**src/rtl/softmax_pkg.sv**
```systemverilog
// Shared constants, FSM encoding and helpers for the softmax row-max buffer.
package softmax_pkg;

  localparam int BW_DEF        = 8;
  localparam int VEC_SIZE_DEF  = 5;
  localparam int MAX_BEATS_DEF = 8;

  typedef enum logic {
    FILL  = 1'b0,
    DRAIN = 1'b1
  } row_state_e;

  // Most-negative two's-complement value of a w-bit field, sign-extended to 32 bits.
  function automatic logic signed [31:0] most_neg(input int w);
    return -(32'sd1 <<< (w - 1));
  endfunction

endpackage

```
**src/rtl/softmax_row_max_buffer_vec_max_reduce.sv**
```systemverilog
// Combinational signed max over one beat, built as a balanced binary tree
// padded up to the next power of two with the most-negative value.
module vec_max_reduce
  import softmax_pkg::*;
#(
  parameter int BW       = BW_DEF,
  parameter int VEC_SIZE = VEC_SIZE_DEF
) (
  input  logic [BW-1:0]        vec [VEC_SIZE],
  output logic signed [BW-1:0] max_o
);

  localparam int P = 1 << $clog2(VEC_SIZE);
  localparam logic signed [BW-1:0] PAD = BW'(most_neg(BW));

  always_comb begin
    // Heap layout: leaves at [P, 2P), each parent i reduces children 2i and 2i+1.
    logic signed [BW-1:0] node [2*P];
    for (int i = 0; i < 2 * P; i++) node[i] = PAD;
    for (int i = 0; i < VEC_SIZE; i++) node[P + i] = $signed(vec[i]);
    for (int i = P - 1; i >= 1; i--) begin
      node[i] = (node[2*i] > node[2*i+1]) ? node[2*i] : node[2*i+1];
    end
    max_o = node[1];
  end

endmodule

```
**src/rtl/softmax_row_max_buffer.sv**
```systemverilog
// Row buffer with signed running max: fill a row of beats, then replay them
// with the final row maximum. Optional sticky overflow flag: SOFTMAX_ROW_OVF_EN.
module softmax_row_max_buffer
  import softmax_pkg::*;
#(
  parameter int BW        = BW_DEF,
  parameter int VEC_SIZE  = VEC_SIZE_DEF,
  parameter int MAX_BEATS = MAX_BEATS_DEF
) (
  input  logic          clk,
  input  logic          rst_n,
  input  logic          in_valid,
  output logic          in_ready,
  input  logic [BW-1:0] in_vec [VEC_SIZE],
  input  logic          in_last,
  output logic          out_valid,
  input  logic          out_ready,
  output logic [BW-1:0] out_vec [VEC_SIZE],
  output logic [BW-1:0] out_max,
  output logic          out_last,
  output logic          err_ovf
);

  localparam int AW = $clog2(MAX_BEATS);
  localparam int CW = AW + 1;
  localparam logic signed [BW-1:0] RUN_MAX_INIT = BW'(most_neg(BW));

  row_state_e           state_q, state_d;
  logic [CW-1:0]        wr_cnt_q, wr_cnt_d;
  logic [CW-1:0]        rd_cnt_q, rd_cnt_d;
  logic [CW-1:0]        row_len_q, row_len_d;
  logic signed [BW-1:0] run_max_q, run_max_d;
  logic [BW-1:0]        buf_q [MAX_BEATS][VEC_SIZE];

  logic signed [BW-1:0] beat_max;
  logic                 in_fire;
  logic                 out_fire;
  logic                 forced_end;
  logic                 terminate;

  vec_max_reduce #(
    .BW       (BW),
    .VEC_SIZE (VEC_SIZE)
  ) u_in_max (
    .vec   (in_vec),
    .max_o (beat_max)
  );

  assign in_ready   = (state_q == FILL);
  assign out_valid  = (state_q == DRAIN);
  assign out_last   = out_valid && (rd_cnt_q == row_len_q - CW'(1));
  assign out_max    = run_max_q;
  assign in_fire    = in_valid && in_ready;
  assign out_fire   = out_valid && out_ready;
  assign forced_end = (wr_cnt_q == CW'(MAX_BEATS - 1));
  assign terminate  = in_fire && (in_last || forced_end);

  always_comb begin
    for (int i = 0; i < VEC_SIZE; i++) out_vec[i] = buf_q[rd_cnt_q[AW-1:0]][i];
  end

  // NOTE: every _d gets its hold value first so no path through this block
  // leaves a variable unassigned (which would infer a latch).
  always_comb begin
    state_d   = state_q;
    wr_cnt_d  = wr_cnt_q;
    rd_cnt_d  = rd_cnt_q;
    row_len_d = row_len_q;
    run_max_d = run_max_q;

    unique case (state_q)
      FILL: begin
        if (in_fire) begin
          if (beat_max > run_max_q) run_max_d = beat_max;
          wr_cnt_d = wr_cnt_q + CW'(1);
          if (terminate) begin
            row_len_d = wr_cnt_q + CW'(1);
            wr_cnt_d  = '0;
            state_d   = DRAIN;
          end
        end
      end
      DRAIN: begin
        if (out_fire) begin
          if (out_last) begin
            rd_cnt_d  = '0;
            run_max_d = RUN_MAX_INIT;
            state_d   = FILL;
          end else begin
            rd_cnt_d = rd_cnt_q + CW'(1);
          end
        end
      end
      default: state_d = FILL;
    endcase
  end

  // NOTE: state registers use non-blocking assignments so every flop samples
  // the pre-edge values regardless of process ordering.
  always_ff @(posedge clk or negedge rst_n) begin
    if (!rst_n) begin
      state_q   <= FILL;
      wr_cnt_q  <= '0;
      rd_cnt_q  <= '0;
      row_len_q <= '0;
      run_max_q <= RUN_MAX_INIT;
    end else begin
      state_q   <= state_d;
      wr_cnt_q  <= wr_cnt_d;
      rd_cnt_q  <= rd_cnt_d;
      row_len_q <= row_len_d;
      run_max_q <= run_max_d;
    end
  end

  // NOTE: the beat store is deliberately not reset; it is only read after
  // being written in the same row, and a reset would cost a wide reset tree.
  always_ff @(posedge clk) begin
    if (in_fire) buf_q[wr_cnt_q[AW-1:0]] <= in_vec;
  end

`ifdef SOFTMAX_ROW_OVF_EN
  logic err_ovf_q, err_ovf_d;

  // Sticky: a row truncated by buffer depth rather than by in_last.
  always_comb begin
    err_ovf_d = err_ovf_q;
    if (terminate && !in_last) err_ovf_d = 1'b1;
  end

  always_ff @(posedge clk or negedge rst_n) begin
    if (!rst_n) err_ovf_q <= 1'b0;
    else        err_ovf_q <= err_ovf_d;
  end

  assign err_ovf = err_ovf_q;
`else
  assign err_ovf = 1'b0;
`endif

endmodule

```
**config.mk**
```make
export PLATFORM = sky130hd
export DESIGN_NAME = softmax_row_max_buffer
export DESIGN_NICKNAME = d
export VERILOG_FILES = /design/src/rtl/softmax_pkg.sv /design/src/rtl/softmax_row_max_buffer_vec_max_reduce.sv /design/src/rtl/softmax_row_max_buffer.sv
export SDC_FILE = /design/constraint.sdc
export NUM_CORES = 1
export LEC_CHECK = 0
export CORE_UTILIZATION = 35
export DETAILED_ROUTE_END_ITERATION = 7
export GPL_TIMING_DRIVEN = 1
export PLACE_DENSITY = 0.57
export REMOVE_ABC_BUFFERS = 1
export SLEW_MARGIN = 10
export SYNTH_ARGS = -nofsm -noshare
export SYNTH_HDL_FRONTEND = slang
export SYNTH_SLANG_ARGS = --single-unit
```
**constraint.sdc**
```tcl
create_clock -name clk -period 5.35 [get_ports clk]
set_input_delay 0.8025 -clock clk [delete_from_list [all_inputs] [get_ports clk]]
set_output_delay 0.8025 -clock clk [all_outputs]
set_load 0.05 [all_outputs]
```
==> flow_metrics.env <==
export IMPL_cpMostUsedCell="buf_4"
export IMPL_syn_instance_count=769
export IMPL_relSlewSlack_pct=32.00
export IMPL_area_delta_synth_final_pct=28.41
export IMPL_num_rows=74
export IMPL_drt_initial_drc_count=429
export IMPL_yosysWarnings=0
export IMPL_setup_violations_final=8
export IMPL_cts_sink_count=341
export IMPL_combPwrFrac_pct=39.4
export IMPL_p_sw_mw=3.330
export IMPL_required_ns=5.73
export IMPL_syn_area_per_cell_sq_um=18.87
export IMPL_die_h_microns=205.6
export IMPL_antenna_found_initial=0
export IMPL_diodes=0
export IMPL_yosys_area_top_type="edfxtp_1"
export IMPL_ios=97
export IMPL_p_int_mw=6.354
export IMPL_finalHoldViolCount=0
export IMPL_route_vias_total=7793
export IMPL_synth_top_cells_by_area="edfxtp_1 (66%), mux4_2 (12%), ha_1 (3.6%)"
export IMPL_insertion_delay_ns=0.51
export IMPL_initial_utilization_pct=35.53
export IMPL_grt_pass1_vias=8236
export IMPL_drtPass1Iterations=5
export IMPL_max_freq_ghz=0.1439
export IMPL_cts_root_buf="clkbuf_16"
export IMPL_cts_buffers=38
export IMPL_leakage_nw=6.458
export IMPL_wl_per_cell_microns=21.33
export IMPL_die_x_microns=205.6
export IMPL_clock_skew_ns=0.01909
export IMPL_die_area_sq_um=42270
export IMPL_status="finished, violations left"
export IMPL_min_path_type="reg -> reg"
export IMPL_grt_max_degree=44
export IMPL_rsz0062_at_grt="yes"
export IMPL_worstPathMaxFanout=5
export IMPL_p_seq_share_pct=34.5
export IMPL_worst_hold_slack_ns=0.5169
export IMPL_ant_nets=0
export IMPL_htree_levels=2
export IMPL_fin_ws_ns=-1.598
export IMPL_dp_hpwl_mm=19.39
export IMPL_drv_cap=0
export IMPL_holdBufCountCts=0
export IMPL_grt_pass1_wl_mm=50.32
export IMPL_yosysUniqueCellTypes=53
export IMPL_core_area_sq_um=40830
export IMPL_nFillCells=3476
export IMPL_finalCritPeriodShare_pct=129.9
export IMPL_synth_edf_count=320
export IMPL_synthArstFlopShare_pct=6.158
export IMPL_ys_flop_type="edfxtp_1"
export IMPL_slew_viol_final=0
export IMPL_powerDensity_nw_per_um2=519.7
export IMPL_end_kind="flop"
export IMPL_violations="negative setup slack"
export IMPL_period_needed_ns=6.948
export IMPL_crit_family="compound AO/OA/AOI/OAI gates"
export IMPL_cpMaxStageDelayCell="mux2i_4"
export IMPL_wl_mm=33.15
export IMPL_dp_cells=1475
export IMPL_synth_seq_cells=341
export IMPL_worst_path_buf_inv=8
export IMPL_swShare_pct=34.38
export IMPL_clockPowerShare_pct=26.0
export IMPL_synth_top_cell_area_share_pct=66.23
export IMPL_grt_overflow=0
export IMPL_path_class="in -> reg"
export IMPL_worstSetupStartpointType="input port"
export IMPL_fin_cells=1554
export IMPL_crit_arrival_ns=7.33
export IMPL_drc_errors=0
export IMPL_path_clk_slew_ns=0.05
export IMPL_max_clock_path_buffers=3
export IMPL_setup_tns_ns=-12.46
export IMPL_gp_congestion=0.7891
export IMPL_power_mw=9.683
export IMPL_worst_pin_slew_ns=1.017
export IMPL_portBuffers=95
export IMPL_track_usage_pct=16.05
export IMPL_avgViaCountPerCell=5.015
export IMPL_drive_above_1_share_pct=40.41
export IMPL_syn_area_sq_um=14510
export IMPL_ys_seq_area_share_pct=69.86
export IMPL_cts_tree="yes"
export IMPL_nets=1082
export IMPL_cpPeakStageDelay_ns=0.36
export IMPL_ir_drop_v=0.0004035
==> worst paths after layout <==
kind / from / end / slack [ns] / depth (start not counted)
max: in_vec[14] / out_max[0]$_DFFE_PN0P_ / -1.60 / 37
max in group asynchronous: rst_n / rd_cnt_q[0]$_DFFE_PN0P_ / 3.76 / 1
min: row_len_q[3]$_DFFE_PN0P_ / row_len_q[3]$_DFFE_PN0P_ / 0.52 / 2
max reg2reg: rd_cnt_q[0]$_DFFE_PN0P_ / out_max[0]$_DFFE_PN0P_ / 2.53 / 5
min in group asynchronous: rst_n / row_len_q[1]$_DFFE_PN0P_ / 0.86 / 1
min reg2reg: row_len_q[3]$_DFFE_PN0P_ / row_len_q[3]$_DFFE_PN0P_ / 0.52 / 2
==> worst min-delay path, stage by stage (launching register included) <==
cell	delay, ns
dfrtp_1	0.36
nand2_1	0.05
o21ai_0	0.07
==> logic make-up (layout without fill, tap and decap cells) <==
logic type / after synthesis / count (layout) / share of synthesized area [%]
adders and majority gates: 42 / 42 / 3.622
AOI/OAI and AO/OA: 61 / 61 / 3.139
xor gates and xnor gates: 8 / 8 / 0.4829
other: 1 / 1 / 0.02585
DFF: 341 / 341 / 69.86
and+or+nand+nor: 89 / 89 / 3.113
buffers and inverters: 76 / 329 / 1.992
muxes: 151 / 151 / 17.76
==> placed cells by master (no fill, tap or decap), types with 5 or more instances in the layout <==
| cell | count |
|---|---|
| nand2_1 | 27 |
| dfrtp_1 | 17 |
| nor2b_1 | 5 |
| ha_4 | 21 |
| mux4_2 | 80 |
| clkbuf_16 | 39 |
| ha_1 | 19 |
| clkdlybuf4s50_1 | 63 |
| buf_6 | 8 |
| clkinv_2 | 9 |
| inv_2 | 10 |
| nand4_1 | 5 |
| mux2i_1 | 15 |
| nor2_1 | 7 |
| nand2b_1 | 7 |
| mux2_2 | 41 |
| buf_2 | 17 |
| clkinv_1 | 7 |
| nor2_4 | 6 |
| a221o_1 | 6 |
| buf_4 | 112 |
| o21ai_1 | 6 |
| xnor2_1 | 7 |
| and3_1 | 7 |
| edfxtp_1 | 320 |
| a21oi_1 | 7 |
| inv_1 | 34 |
| buf_8 | 7 |
| o21ai_0 | 11 |
| mux2_4 | 7 |
| nor3_1 | 6 |
==> routing by layer <==
metal | GRT usage [%] | vias to the layer above | routed length (microns)
met5 | 0 | - | 0
met4 | 3.651 | 0 | 502
met3 | 2.423 | 34 | 1242
met2 | 25.79 | 147 | 15970
met1 | 22.95 | 4056 | 15440
li1 | - | 3556 | -
==> registers in the layout (all words and copies together), names as in the netlist <==
signal and cells:
buf_q 320, out_max 8, out_valid 1, rd_cnt_q 4, row_len_q 4, wr_cnt_q 4
==> power groups by stage <==
stage          Combinational, mW  Sequential, mW  Clock [mW]
6_report                    3.82            3.35        2.52
5_1_grt                     4.06            3.38        2.67
4_1_cts                     3.85            3.36        2.58
3_5_place_dp                3.68            3.41           0
3_3_place_gp                3.69            3.41           0
2_1_floorplan               2.34            3.58           0
==> what timing repair did <==
action | 4_1_cts | 5_1_grt
pin swaps | 42 | 7
buffers inserted | 8 | 5
resized for setup | 204 | 25
cloned | 0 | 0
setup endpoints to repair | 8 | 8
endpoints found under the hold margin | 0 | 0
==> area by class of cell <==
type / instances / area (sq um) / share of cell area (%)
Timing Repair Buffer: 214 / 1821 / 9.771
Clock buffer: 42 / 987.2 / 5.299
Sequential cell: 341 / 10140 / 54.45
Multi-Input combinational cell: 352 / 4592 / 24.65
Tap cell: 532 / 665.6 / 3.573
Inverter: 48 / 190.2 / 1.021
Clock inverter: 25 / 231.5 / 1.242
==> cells in the mapped netlist (3+ instances only) <==
cell type / number
edfxtp_1: 320
mux4_2: 80
inv_1: 48
mux2_2: 43
ha_1: 42
nand2_1: 29
mux2i_1: 22
dfrtp_1: 20
o21ai_0: 16
buf_1: 14
nor2_1: 14
clkbuf_1: 13
a21oi_1: 10
nor3_1: 8
and3_1: 7
nand2b_1: 7
xnor2_1: 7
a221o_1: 6
mux2_1: 5
nand4_1: 5
nor2b_1: 5
a21o_1: 4
nand3_1: 4
and2_1: 3
and4_1: 3
o21ai_1: 3
==> metrics by stage <==
step / utilization, % / setup WS [ns] / instance area [sq um]
detailed placement: 41.38 / -3.291 / 16900
CTS: 45.34 / -1.523 / 18510
finish: 45.63 / -1.598 / 18630
global route: 45.63 / -1.901 / 18630
global placement: 41.38 / -3.171 / 16900
floorplan: - / -3.068 / 14400
No activity file was read; power rests on OpenSTA's default activity.
